[config.mk]
export PLATFORM = sky130hd
export DESIGN_NAME = text_buf_ctrl
export DESIGN_NICKNAME = d
export VERILOG_FILES = /design/src/rtl/text_buf_pkg.sv /design/src/rtl/text_cursor.sv /design/src/rtl/text_buf_ctrl.sv
export SDC_FILE = /design/constraint.sdc
export NUM_CORES = 1
export LEC_CHECK = 0
export CAP_MARGIN = 20
export CORE_UTILIZATION = 44
export DETAILED_ROUTE_END_ITERATION = 6
export HOLD_SLACK_MARGIN = 0.03
export PLACE_DENSITY = 0.8
export SLEW_MARGIN = 5
export SYNTH_ARGS = -nofsm -noshare
export SYNTH_HDL_FRONTEND = slang
export SYNTH_HIERARCHICAL = 1
export SYNTH_SLANG_ARGS = --single-unit
[constraint.sdc]
create_clock -name clk -period 3.8 [get_ports clk]
set_input_delay 0.76 -clock clk [delete_from_list [all_inputs] [get_ports clk]]
set_output_delay 0.76 -clock clk [all_outputs]
set_load 0.01 [all_outputs]
[src/rtl/text_buf_pkg.sv]
// Shared constants, state encoding and word formatting for the text buffer
// write sequencer.
//   BLANK_WORD      : buffer word for an erased cell (space); matches the buffer's reset contents
//   CH_BS / CH_FF   : backspace and form-feed control codes
//   PRINT_LO/HI     : inclusive range of printable ASCII codes
//   tb_state_t      : sequencer states
//   char_word()     : formats a printable code as a buffer word
//   is_printable()  : true for codes in PRINT_LO..PRINT_HI
package text_buf_pkg;

  localparam logic [31:0] BLANK_WORD = 32'h0000_0120;
  localparam logic [7:0]  CH_BS      = 8'h08;
  localparam logic [7:0]  CH_FF      = 8'h0C;
  localparam logic [7:0]  PRINT_LO   = 8'h20;
  localparam logic [7:0]  PRINT_HI   = 8'h7E;

  typedef enum logic [1:0] {
    IDLE  = 2'd0,
    WRITE = 2'd1,
    CLEAR = 2'd2
  } tb_state_t;

  function automatic logic [31:0] char_word(input logic [7:0] code);
    return {23'd0, 1'b1, code};
  endfunction

  function automatic logic is_printable(input logic [7:0] code);
    return (code >= PRINT_LO) && (code <= PRINT_HI);
  endfunction

endpackage

[src/rtl/text_cursor.sv]
// Cursor register for the text buffer: an ADDR_W-bit up/down counter.
//   clk, rst : clock and synchronous active-high reset (cursor -> 0)
//   inc      : advance; at NUM_REGS-1 wraps to 0 (WRAP=1) or holds (WRAP=0)
//   dec      : step back; holds at 0
//   clr      : force to 0 (highest priority)
//   cursor   : registered cursor position
module text_cursor #(
  parameter int NUM_REGS = 16,
  parameter int ADDR_W   = 4,
  parameter bit WRAP     = 1'b1
) (
  input  logic              clk,
  input  logic              rst,
  input  logic              inc,
  input  logic              dec,
  input  logic              clr,
  output logic [ADDR_W-1:0] cursor
);

  // Wrap is compared against the last index explicitly so a NUM_REGS that is
  // not a power of two still wraps at the right place.
  localparam logic [ADDR_W-1:0] LAST_ADDR = ADDR_W'(NUM_REGS - 1);

  logic [ADDR_W-1:0] cursor_q;
  logic [ADDR_W-1:0] cursor_d;

  always_comb begin
    cursor_d = cursor_q;
    if (clr) begin
      cursor_d = '0;
    end else if (inc) begin
      if (cursor_q == LAST_ADDR) begin
        if (WRAP) cursor_d = '0;
        else      cursor_d = LAST_ADDR;
      end else begin
        cursor_d = cursor_q + ADDR_W'(1);
      end
    end else if (dec) begin
      if (cursor_q != '0) cursor_d = cursor_q - ADDR_W'(1);
    end
  end

  always_ff @(posedge clk) begin
    if (rst) cursor_q <= '0;
    else     cursor_q <= cursor_d;
  end

  assign cursor = cursor_q;

endmodule

[src/rtl/text_buf_ctrl.sv]
// Write sequencer for the VGA text buffer register file.
// Takes character codes from the keyboard decoder over a valid/ready
// handshake and turns each into a buffer write, a backspace erase or a
// full-buffer clear sweep, while tracking the cursor.
//   clk, rst    : clock, synchronous active-high reset
//   char_valid  : char_code is valid
//   char_code   : ASCII code from the keyboard decoder
//   char_ready  : code can be accepted this cycle
//   clr_req     : single-cycle request to clear the whole buffer
//   wr_addr     : buffer write address
//   wr_en       : buffer write enable
//   en_2        : buffer write qualifier, always equal to wr_en
//   wr_data     : buffer write data
//   cursor      : current cursor position (VGA cursor overlay)
//   busy        : clear sweep in progress
// All outputs come straight from flops; a code accepted at one edge shows
// up on wr_* in the following cycle, together with the updated cursor.
module text_buf_ctrl
  import text_buf_pkg::*;
#(
  parameter int NUM_REGS = 16,
  parameter int ADDR_W   = 4,
  parameter bit WRAP     = 1'b1
) (
  input  logic              clk,
  input  logic              rst,
  input  logic              char_valid,
  input  logic [7:0]        char_code,
  output logic              char_ready,
  input  logic              clr_req,
  output logic [ADDR_W-1:0] wr_addr,
  output logic              wr_en,
  output logic              en_2,
  output logic [31:0]       wr_data,
  output logic [ADDR_W-1:0] cursor,
  output logic              busy
);

  localparam logic [ADDR_W-1:0] LAST_ADDR = ADDR_W'(NUM_REGS - 1);

  tb_state_t         state_q, state_d;
  logic              char_ready_q, char_ready_d;
  logic              busy_q, busy_d;
  logic              wr_en_q, wr_en_d;
  logic [ADDR_W-1:0] wr_addr_q, wr_addr_d;
  logic [31:0]       wr_data_q, wr_data_d;

  logic              cur_inc, cur_dec, cur_clr;
  logic              xfer;
  logic              start_clear;

  // A clear request in the same cycle as a valid code wins: the code is not
  // taken, so the source keeps presenting it until the sweep is over.
  assign xfer        = (state_q == IDLE) && char_valid && char_ready_q && !clr_req;
  assign start_clear = (state_q == IDLE) && (clr_req || (xfer && (char_code == CH_FF)));

  text_cursor #(
    .NUM_REGS (NUM_REGS),
    .ADDR_W   (ADDR_W),
    .WRAP     (WRAP)
  ) u_cursor (
    .clk    (clk),
    .rst    (rst),
    .inc    (cur_inc),
    .dec    (cur_dec),
    .clr    (cur_clr),
    .cursor (cursor)
  );

  always_comb begin
    state_d      = state_q;
    char_ready_d = char_ready_q;
    busy_d       = busy_q;
    wr_en_d      = 1'b0;
    wr_addr_d    = wr_addr_q;
    wr_data_d    = wr_data_q;
    cur_inc      = 1'b0;
    cur_dec      = 1'b0;
    cur_clr      = 1'b0;

    case (state_q)
      IDLE: begin
        char_ready_d = 1'b1;
        busy_d       = 1'b0;
        if (start_clear) begin
          // First sweep write (address 0) is issued on entry.
          state_d      = CLEAR;
          char_ready_d = 1'b0;
          busy_d       = 1'b1;
          wr_en_d      = 1'b1;
          wr_addr_d    = '0;
          wr_data_d    = BLANK_WORD;
          cur_clr      = 1'b1;
        end else if (xfer) begin
          // Every accepted code spends one cycle in WRITE, even when dropped.
          state_d      = WRITE;
          char_ready_d = 1'b0;
          if (is_printable(char_code)) begin
            wr_en_d   = 1'b1;
            wr_addr_d = cursor;
            wr_data_d = char_word(char_code);
            cur_inc   = 1'b1;
          end else if (char_code == CH_BS) begin
            wr_en_d   = 1'b1;
            wr_addr_d = (cursor == '0) ? '0 : cursor - ADDR_W'(1);
            wr_data_d = BLANK_WORD;
            cur_dec   = 1'b1;
          end
        end
      end

      WRITE: begin
        state_d      = IDLE;
        char_ready_d = 1'b1;
      end

      CLEAR: begin
        // wr_addr_q doubles as the sweep address counter.
        if (wr_addr_q == LAST_ADDR) begin
          state_d      = IDLE;
          char_ready_d = 1'b1;
          busy_d       = 1'b0;
        end else begin
          wr_en_d   = 1'b1;
          wr_addr_d = wr_addr_q + ADDR_W'(1);
          wr_data_d = BLANK_WORD;
        end
      end

      default: begin
        state_d      = IDLE;
        char_ready_d = 1'b0;
        busy_d       = 1'b0;
      end
    endcase
  end

  always_ff @(posedge clk) begin
    if (rst) begin
      state_q      <= IDLE;
      char_ready_q <= 1'b0;
      busy_q       <= 1'b0;
      wr_en_q      <= 1'b0;
      wr_addr_q    <= '0;
      wr_data_q    <= BLANK_WORD;
    end else begin
      state_q      <= state_d;
      char_ready_q <= char_ready_d;
      busy_q       <= busy_d;
      wr_en_q      <= wr_en_d;
      wr_addr_q    <= wr_addr_d;
      wr_data_q    <= wr_data_d;
    end
  end

  assign char_ready = char_ready_q;
  assign busy       = busy_q;
  assign wr_en      = wr_en_q;
  assign en_2       = wr_en_q;
  assign wr_addr    = wr_addr_q;
  assign wr_data    = wr_data_q;

endmodule

Word-level counts from Yosys, hierarchy flattened
Index checks and enable logic that the tools add are counted.
Widths: inputs -> output; s select.
Operators by class
  $add $sub $neg: 3
  order comparisons: 2
  eq/ne operators: 10
  mux-type cells: 43
  bitwise gates (word level): 1
  reduce and logical (&&, ||, !) cells: 19
Operators with widths (number)
  $mux 32: 5
  $pmux 32 s2: 1
  $mux 4: 10
  $mux 1: 19
  $eq 8x4->1 const B: 2
  $add 4x1->4 const B: 2
  $eq 4x4->1 const B: 2
  $ge 8x6->1 const B: 1
  $le 8x7->1 const B: 1
  $pmux 4 s2: 1
  $logic_and 1x1->1: 6
  $mux 2: 3
  $pmux 1 s3: 2
  $reduce_and 2->1: 3
  $reduce_bool 2->1: 3
  $logic_not 4->1: 1
  $ne 2x2->1 const B: 2
  $ne 4x2->1 const B: 1
  $pmux 2 s2: 1
  $reduce_and 4->1: 1
  $reduce_bool 4->1: 1
  $sub 4x1->4 const B: 1
  $ne 3x3->1 const B: 1
  $eq 2x1->1 const B: 1
  7 further kinds: 7
Word-level totals
  flip-flop bits (word level): 45
  input port bits: 12
  output and inout port bits: 44
  word-level logic and storage cells: 85

Depth between registers and ports, before layout
  word-level depth: 11
  mapped depth: 10
  gate-level depth less buffers: 10

By module
The synthesis kept the hierarchy.
By module, submodules not included
  text_buf_ctrl: instances 1, cells each 135, area an instance 1173.6 um^2, seq. area each 340.3 um^2
  text_cursor: instances 1, cells each 29, area an instance 289.0 um^2, seq. area each 80.1 um^2

Worst setup path after synthesis
Ideal clock, no wire load.
  path kind: in2reg
  from: in char_code[5]
  to: reg u_cursor.cursor_q[3] (netlist: u_cursor/cursor[3])
  setup time: 103 ps
  data arrival time: 2911 ps
  data required time: 3697 ps
  setup slack: 786 ps
  cell stages on the path: 7
  buffers on the path: 0
  cell sequence: or4b_4 -> or2_4 -> nor3_1 -> or4b_4 -> nor3_2 -> a211oi_1 -> a2111oi_2
On the way
  word-level cells in the longest chain between the ends: 8
  elaborated cells between the ends (all ways): 24
  classes of those cells: order compare (2); eq/ne (2); mux (12); reduce/logical (8)
Ends and longest elaborated chain
  start: declaration: line text_buf_ctrl.sv:28  | input logic [7:0] char_code,
  $ge 8x6->1 (tied with other cells): line text_buf_pkg.sv:28  | return (code >= PRINT_LO) && (code <= PRINT_HI);
  $logic_and 1x1->1 (tied with other cells): line text_buf_pkg.sv:28
  $mux 1 / $logic_or 1x1->1 (equally long branches): line text_buf_ctrl.sv:98, text_buf_ctrl.sv:55
  $mux 1 / $logic_and 1x1->1 (equally long branches): line text_buf_ctrl.sv:94, text_buf_ctrl.sv:55
  $mux 1 (*): line text_buf_ctrl.sv:85  | if (start_clear) begin
  $mux 1 (*): line text_buf_ctrl.sv:81  | case (state_q)
  named net cur_dec: line text_buf_ctrl.sv:48  | logic cur_inc, cur_dec, cur_clr;
  $reduce_bool 2->1 (no line) (*)
  $reduce_and 2->1 (no line) (*)
  end signal: assignment: line text_cursor.sv:45  | else cursor_q <= cursor_d;
  end: declaration: line text_cursor.sv:24  | logic [ADDR_W-1:0] cursor_q;
The timed path passes the listed nets; every way through them passes the cells marked *.
A chain may end at the register's enable or synchronous reset.

Final worst setup path
  from: in char_code[6]
  to: reg u_cursor.cursor_q[3] (netlist: u_cursor/cursor[3])
Same word-level chain as after synthesis.

==> flow_metrics.py <==
metrics = {
    "hold_path": {
        "hp-start": "wr_data[6]",
        "hp-class": "flop to flop",
        "hold_end": "wr_data[6]",
        "holdPathStages": 2,
    },
    "worst_setup_path": {
        "critPathLaunchType": "input port",
        "r2r_setup_slack_ns": 1.42,
        "end_kind": "flop",
        "regToRegEndpoint": "u_cursor/cursor[3]",
        "cp_max_fo": 5,
        "worst-setup-path-type": "input port to flop",
        "cp.arrival_ns": 3.36,
        "critPathRequiredTime_ns": 4.01,
        "crit_start": "char_code[6]",
        "r2r_cells": 9,
        "rr_startpoint": "state_q[0]",
    },
    "yosys": {
        "synth.yosys.seq_area_share_pct": 28.7,
        "synth_ff_type": "dfxtp_1",
        "synth_seq_cells": 21,
        "synth_cell_type_count": 50,
        "yosys_warnings": 6,
        "synth_area_sq_um": 1460,
        "syn-mean-instance-area_sq_um": 8.92,
        "syn-instance-count": 164,
        "ys_async_sr_fraction_pct": 0,
        "synth_edf_count": 0,
    },
    "timing": {
        "fmax_ghz": 0.318,
        "rsz0062_at_grt": "no",
        "finalSetupViolations": 0,
        "max-slew-margin-rel_pct": 52.0,
        "hold_viol": 0,
        "setup_tns_ns": 0,
        "period_minus_slack_ns": 3.15,
        "fin_crit_sh_pct": 82.8,
        "skew_ns": 0.00305,
        "worst_slew_pin_slew_ns": 0.718,
        "drv_slew": 0,
    },
    "placement": {
        "placed_area_sq_um": 1730,
        "io_buffers": 31,
        "gp_congestion": 0.786,
        "hpwlAfterDp_mm": 2.31,
    },
    "floorplan": {
        "core_area_sq_um": 3100,
        "start_util_pct": 47.1,
        "die_y_um": 59.7,
        "dieArea_sq_um": 3560,
        "dieWidth_um": 59.7,
        "fp-row-count": 20,
        "ioPinCount": 56,
    },
    "detailed_routing": {
        "avgRoutedWirePerCell_um": 13.2,
        "antenna_left": 0,
        "vias_per_cell": 5.36,
        "drt_first_pass_iters": 4,
        "wl_mm": 3.16,
        "num_vias": 1286,
        "drc": 0,
        "drt_iter0_markers": 69,
    },
    "global_routing": {
        "grt_pass1_vias": 1139,
        "grt_pass1_wl_mm": 5.06,
        "grt_overflow": 0,
        "grt_usage_pct": 18.9,
        "grt_max_degree": 20,
        "grt_antenna_before_repair": 0,
    },
    "final_layout": {
        "stdcell_area_sq_um": 1760,
        "post-route-util_pct": 56.7,
        "nets": 217,
        "antenna_cells": 0,
        "layout-drive-gt1-share_pct": 8.67,
        "num-fill-cells": 316,
        "syn_to_final_growth_pct": 20.2,
    },
    "clocking": {
        "cts_resized": 0,
        "worstSkewPairLatency_ns": 0.31,
        "cts_root_buffer": "clkbuf_4",
        "numCtsBuffers": 3,
        "cts_sinks": 21,
        "cts-hold-fix-buffers": 0,
        "htree_levels": 1,
        "cts_tree": "done",
        "clockBufferDepth": 2,
        "cts_setup_buffers": 0,
        "clk_pin_slew_ns": 0.12,
    },
    "power": {
        "ir_worst_vdd_mv": 0.259,
        "power_per_cell_area_nw_per_um2": 289,
        "cellLeakagePower_uw": 0.000687,
    },
    "run_status": {
        "status": "finished clean",
    },
    "flow_run": {
        "maxCapViolations": 0,
    },
}
## worst max-delay path by stage
stage,endpoint,slack [ns],cells past startpoint
after floorplan,u_cursor/cursor[3],0.79,7
after global placement,u_cursor/cursor[3],0.41,8
after detailed placement,u_cursor/cursor[3],0.33,8
after CTS,u_cursor/cursor[3],0.66,8
after global routing,u_cursor/cursor[3],0.55,8
final,u_cursor/cursor[3],0.65,8
## cell families (layout without fill, tap and decap cells)
logic type	count (synthesis)	in the layout	synth area share (%)
compound gates	47	47	25.4
xor+xnor	1	1	0.599
fa+ha+maj	8	8	6.84
buf+inv	32	42	14.6
flops	21	21	28.7
mux	5	5	3.51
other cells	2	24	0.513
simple gates	48	48	19.8
## critical path: stages
cell and delay (ns):
clkdlybuf4s50_1 0.49, or4b_4 0.57, or2_4 0.29, nor3_1 0.23, or4b_4 0.50, nor3_2 0.11, a211oi_1 0.08, a2111oi_2 0.33
## stage by stage
step	hold slack (ns)	instances	setup WS (ns)	power, uW
floorplan	0.476	186	0.786	361
global placement	0.439	236	0.408	399
detailed placement	0.448	236	0.325	402
CTS	0.471	240	0.656	513
global route	0.489	240	0.549	538
finish	0.468	240	0.652	509
## state kept, by name (all words and copies together) (netlist names)
signal	cells
char_ready	1
busy	1
state_q	2
en_2	1
u_cursor/cursor	4
wr_addr	4
wr_data	8
## cell usage in the layout, fill, tap and decap left out, types with 5 or more instances in the layout
cell and instances:
nor3_1 6, nor2_1 10, dfxtp_1 21, a21oi_1 10
inv_1 5, a22o_1 5, clkdlybuf4s50_1 31, conb_1 24
ha_1 8, nand2_1 5
## area by class of cell
cell class	count	area (sq um)	area share, %
clock inverters	1	5.00	0.285
well taps	44	55.1	3.13
inverters	5	18.8	1.07
flip-flops and latches	21	420	23.9
repair buffers	33	325	18.5
multi-input cells	133	911	51.8
clock buffers	3	22.5	1.28
## power breakdown
part | leakage (uW) | internal (uW) | total (uW) | switching, uW
clock | 0.0000177 | 39.4 | 110 | 71.0
sequential | 0.000171 | 233 | 245 | 11.4
combinational | 0.000498 | 68.5 | 154 | 85.2
## synthesized netlist by cell type (3+ instances only)
cell	instances	share of area (%)
buf_4	25	13
dfxtp_1	21	29
a21oi_1	10	3.4
nor2_1	10	2.6
ha_1	8	6.8
nor3_1	6	2.1
a22o_1	5	3.0
inv_1	5	1.3
nand2_1	5	1.3
a211oi_1	4	2.1
mux2i_1	4	2.7
nand3_1	4	1.4
a21o_1	3	1.5
a311o_1	3	2.1
and2_1	3	1.3
o21ai_0	3	1.0
## layer usage
layer / track usage [%] / wire (um) / vias up
met5: 0 / 0 / -
met4: 6.64 / 43 / 0
met3: 4.33 / 181 / 4
met2: 31.1 / 1420 / 52
met1: 24.0 / 1510 / 602
li1: - / - / 628
No activity file was read; power rests on OpenSTA's default activity.
